### src/rtl/tc_slot_arbiter.sv
// tc_slot_arbiter: round-robin time-slot arbiter with
// fixed-length grants, early release and a guard gap.
package tc_slot_arbiter_pkg;

  // Counter width so that the MSB becomes the terminal count.
  function automatic int tcbits(input int len);
    return $clog2(len) + 1;
  endfunction

  // Start value so the MSB rises after exactly len increments.
  function automatic int tcstop(input int width, input int len);
    return (1 << (width - 1)) - len;
  endfunction

  typedef enum logic [1:0] {
    ST_IDLE,
    ST_GRANT,
    ST_GAP
  } state_t;

endpackage

module tc_slot_arbiter
  import tc_slot_arbiter_pkg::*;
#(
  parameter int NREQ     = 4,
  parameter int SLOT_LEN = 16,
  parameter int GAP_LEN  = 2
) (
  input  logic                    clk,
  input  logic                    rst_n,
  input  logic [NREQ-1:0]         req_i,
  input  logic [NREQ-1:0]         release_i,
  output logic [NREQ-1:0]         grant_o,
  output logic [$clog2(NREQ)-1:0] grant_idx_o,
  output logic                    busy_o,
  output logic                    slot_end_o
);

  localparam int IW = $clog2(NREQ);
  localparam int ML0 =
    (SLOT_LEN > GAP_LEN) ? SLOT_LEN : GAP_LEN;
  localparam int MAXL = (ML0 > 1) ? ML0 : 1;
  localparam int CW = tcbits(MAXL);
  // A zero gap never loads the counter; keep the
  // constant well-formed anyway.
  localparam int GAPL = (GAP_LEN > 0) ? GAP_LEN : 1;

  localparam logic [CW-1:0] SLOT_STOP =
    CW'(tcstop(CW, SLOT_LEN));
  localparam logic [CW-1:0] GAP_STOP =
    CW'(tcstop(CW, GAPL));
  localparam logic [IW-1:0] PTR_RST = IW'(NREQ - 1);

  state_t          state;
  logic [CW-1:0]   cnt;
  logic [CW-1:0]   cnt_nxt;
  logic            tc;
  logic [IW-1:0]   ptr;
  logic [IW-1:0]   cand;
  logic [IW-1:0]   win;
  logic            found;
  logic            rel_hit;

  assign cnt_nxt = cnt + CW'(1);
  assign tc      = cnt_nxt[CW-1];
  assign rel_hit = release_i[grant_idx_o];
  assign busy_o  = (state != ST_IDLE);

  // Rotating priority search starting just after the last owner.
  always_comb begin
    found = 1'b0;
    win   = '0;
    cand  = '0;
    for (int i = 1; i <= NREQ; i++) begin
      cand = IW'((int'(ptr) + i) % NREQ);
      if (!found && req_i[cand]) begin
        found = 1'b1;
        win   = cand;
      end
    end
  end

  // Slot/gap sequencer with registered grant outputs.
  always_ff @(posedge clk or negedge rst_n) begin
    if (!rst_n) begin
      state       <= ST_IDLE;
      grant_o     <= '0;
      grant_idx_o <= '0;
      slot_end_o  <= 1'b0;
      ptr         <= PTR_RST;
      cnt         <= '0;
    end else begin
      slot_end_o <= 1'b0;
      unique case (state)
        ST_IDLE: begin
          if (found) begin
            state       <= ST_GRANT;
            grant_o     <= NREQ'(1) << win;
            grant_idx_o <= win;
            ptr         <= win;
            cnt         <= SLOT_STOP;
          end
        end
        ST_GRANT: begin
          if (tc || rel_hit) begin
            grant_o    <= '0;
            slot_end_o <= 1'b1;
            if (GAP_LEN > 0) begin
              state <= ST_GAP;
              cnt   <= GAP_STOP;
            end else begin
              state <= ST_IDLE;
            end
          end else begin
            cnt <= cnt_nxt;
          end
        end
        ST_GAP: begin
          cnt <= cnt_nxt;
          if (tc) begin
            state <= ST_IDLE;
          end
        end
        default: begin
          state   <= ST_IDLE;
          grant_o <= '0;
        end
      endcase
    end
  end

endmodule

### config.mk
export PLATFORM = sky130hd
export DESIGN_NAME = tc_slot_arbiter
export DESIGN_NICKNAME = d
export VERILOG_FILES = /design/src/rtl/tc_slot_arbiter.sv
export SDC_FILE = /design/constraint.sdc
export NUM_CORES = 1
export LEC_CHECK = 0
export CAP_MARGIN = 40
export CORE_ASPECT_RATIO = 0.9
export CORE_MARGIN = 2
export CORE_UTILIZATION = 54
export DETAILED_ROUTE_END_ITERATION = 12
export PLACE_DENSITY = 0.82
export SLEW_MARGIN = 30
export SYNTH_ARGS = -nofsm -noshare
export SYNTH_HDL_FRONTEND = slang
export SYNTH_SLANG_ARGS = --single-unit
export TNS_END_PERCENT = 5
### constraint.sdc
create_clock -name clk -period 2.5 [get_ports clk]
set_input_delay 0.375 -clock clk [delete_from_list [all_inputs] [get_ports clk]]
set_output_delay 0.375 -clock clk [all_outputs]
set_load 0.05 [all_outputs]
==> reports/metrics.cfg <==
[global_routing]
grt_pass1_wl_mm=2.84
first_global_vias=698
antenna_found_initial=0
grt_max_degree=17
grtUsageTotal_pct=19.2
gr-total-overflow=0

[cts]
root_buffer=clkbuf_4
clkTransAtPathRegs_ns=0.09
cts_tree=built
cts_sinks=16
hold_buffers=0
postCtsResizedCells=0
cts_buffers=3
post_cts_buffers=0
clock_latency_ns=0.29
cts_buffer_depth=2
htree_levels=1

[logic_synthesis]
yosys_register_bits=16
synthMuxAreaShare_pct=3.71
synth_top_family_by_area=compound AO/OA/AOI/OAI gates
synth_cell_types=35
async_flop_share_pct=100
synth_area_leader_cell=dfrtp_1
synth_compound_area_share_pct=23.7
synth_area_per_cell_um2=10.2
yosys.area_share.simple_pct=19.6
ys.warnings.count=0
synth_commonest_cells=14 x dfrtp_1, 10 x nand2_1, 10 x nor2_1
synth_top_flop_cell=dfrtp_1
synth_xor_area_share_pct=1.72
synth_edf_count=0
yosysSeqAreaShare_pct=42.6
synth_fa_ha_area_share_pct=6.62
ys_top_cells_by_area=dfrtp_1 37%, ha_1 6.6%, dfstp_2 5.6%
syn_area_um2=945
syn_nets=108
yosysMostFrequentCell=dfrtp_1
synthCells=93
synth.top_cell.area_share_pct=37.1

[power]
p_per_area_nw_per_um2=1320
p_total_mw=1.54
ir_drop_v=0.000780
p_leak_nw=0.518

[flow_run]
cap_violations=0

[routing]
via_count=799
routed_wl_mm=1.84
drc=0
vias_per_cell=5.79
wire_per_inst_um=13.4
antenna_left=0
drt-initial-drc-count=26
drt_first_pass_iters=4

[finish]
utilization_pct=70.4
fin_nets=130
antenna_cells=0
syn2layout_area_growth_pct=24.0
instances_no_fill=138
drive_above_1_share_pct=14.9

[timing]
min_period_ns=2.34
finalHoldViolations=0
rsz0062_at_grt=false
fin_crit_sh_pct=93.7
setup_viol=0
drv_slew=0
timing.final.ws_setup_ns=0.158
slew_headroom_pct=53.7
finClkSkew_ns=0.0116
worstMarginPinSlew_ns=0.692
fmax_ghz=0.427
setup_tns_ns=0

[worst_setup_path]
path_delay_family=buffers and inverters
slowest_delay_ns=0.80
crit_chain=inv_1, ha_1, inv_1, clkdlybuf4s50_1
worstSetupPathType=reg -> out
endpoint_kind=primary output
cp_max_fo=6
arrival_ns=1.97
crit_slowest_cell=clkdlybuf4s50_1
crit_top_cell=inv_1
crit_required_ns=2.12
startpoint_type=register
critPathBufInv=3

[floorplan]
dieWidth_um=48.1
die_y_um=43.7
coreArea_um2=1660
die_area_um2=2100
num_rows=14
start_util_pct=56.8
io_pins=18

[placed_design]
numPortBuffers=17
hpwl_mm=1.42
placed_cells=134
gp_congestion=0.794
post-place-ws_ns=0.428

[status]
status=completed

[worst_hold_path]
min_path_type=in -> async

placed cells by master (no fill, tap or decap), types with 2 or more instances in the layout:
cell type        synthesis  layout
clkdlybuf4s50_1          0      17
clkbuf_4                 0       3
nor2_1                  10      10
o21ai_0                  3       3
a32o_1                   3       3
dfrtp_1                 14      14
o31ai_1                  2       2
ha_1                     5       5
inv_1                    4       4
dfstp_2                  2       2
nand3_1                  3       3
nand2b_1                 3       3
a22o_1                   2       2
o21ai_1                  3       3
nand2_2                  2       2
a21oi_1                  6       6
nand2_1                 10      10
mux2i_1                  2       2
final cells by class:
cell class                 instances  area, um2
fill                             112        493
clock buffer                       4       26.3
timing repair buffer              17        170
inverter                           5       18.8
sequential                        16        403
tap                               24       30.0
multi-input combinational         72        523
sequential cells by signal (all words and copies together), names as in the netlist:
signal	cells
cnt	5
ptr	2
state	2
grant_o	4
slot_end_o	1
grant_idx_o	2
kinds of logic after synthesis:
group           Yosys count
mux                       3
xor+xnor                  1
fa+ha+maj                 5
flops                    16
compound gates           29
simple gates             34
buf+inv                   5
layer usage:
metal / share of wire, % / vias up / global-route usage [%] / wire length, um
li1: - / 378 / - / -
met1: 48 / 386 / 27.9 / 881
met3: 7.0 / 5 / 3.75 / 130
met5: 0 / - / 0 / 0
met4: 1.4 / 0 / 8.11 / 26
met2: 44 / 30 / 27.7 / 805
through the flow:
step | hold WS, ns | cell area [um2]
floorplan | 0.0794 | 945
global placement | 0.479 | 1140
detailed placement | 0.486 | 1140
CTS | 0.498 | 1170
global route | 0.526 | 1170
finish | 0.494 | 1170
report_power, final:
group	switching [mW]	total, mW	internal [mW]
Sequential	0.0913	0.471	0.380
Clock	0.0774	0.139	0.0620
Combinational	0.576	0.934	0.358
Total	0.745	1.54	0.800
path summary, 6_finish.rpt:
kind	from	endpoint	slack, ns	cells past startpoint
worst max register to register	cnt[0]$_DFFE_PN0P_	grant_o[3]$_DFFE_PN0P_	0.65	6
worst max-delay path	state[0]$_DFFE_PN0P_	busy_o	0.16	4
max in group asynchronous	rst_n	grant_o[1]$_DFFE_PN0P_	1.55	1
min in group clk	grant_o[3]$_DFFE_PN0P_	grant_o[3]$_DFFE_PN0P_	0.50	1
worst min register to register	grant_o[3]$_DFFE_PN0P_	grant_o[3]$_DFFE_PN0P_	0.50	1
worst min-delay path	rst_n	cnt[4]$_DFFE_PN0P_	0.49	1
No activity file was read; power rests on OpenSTA's default activity.
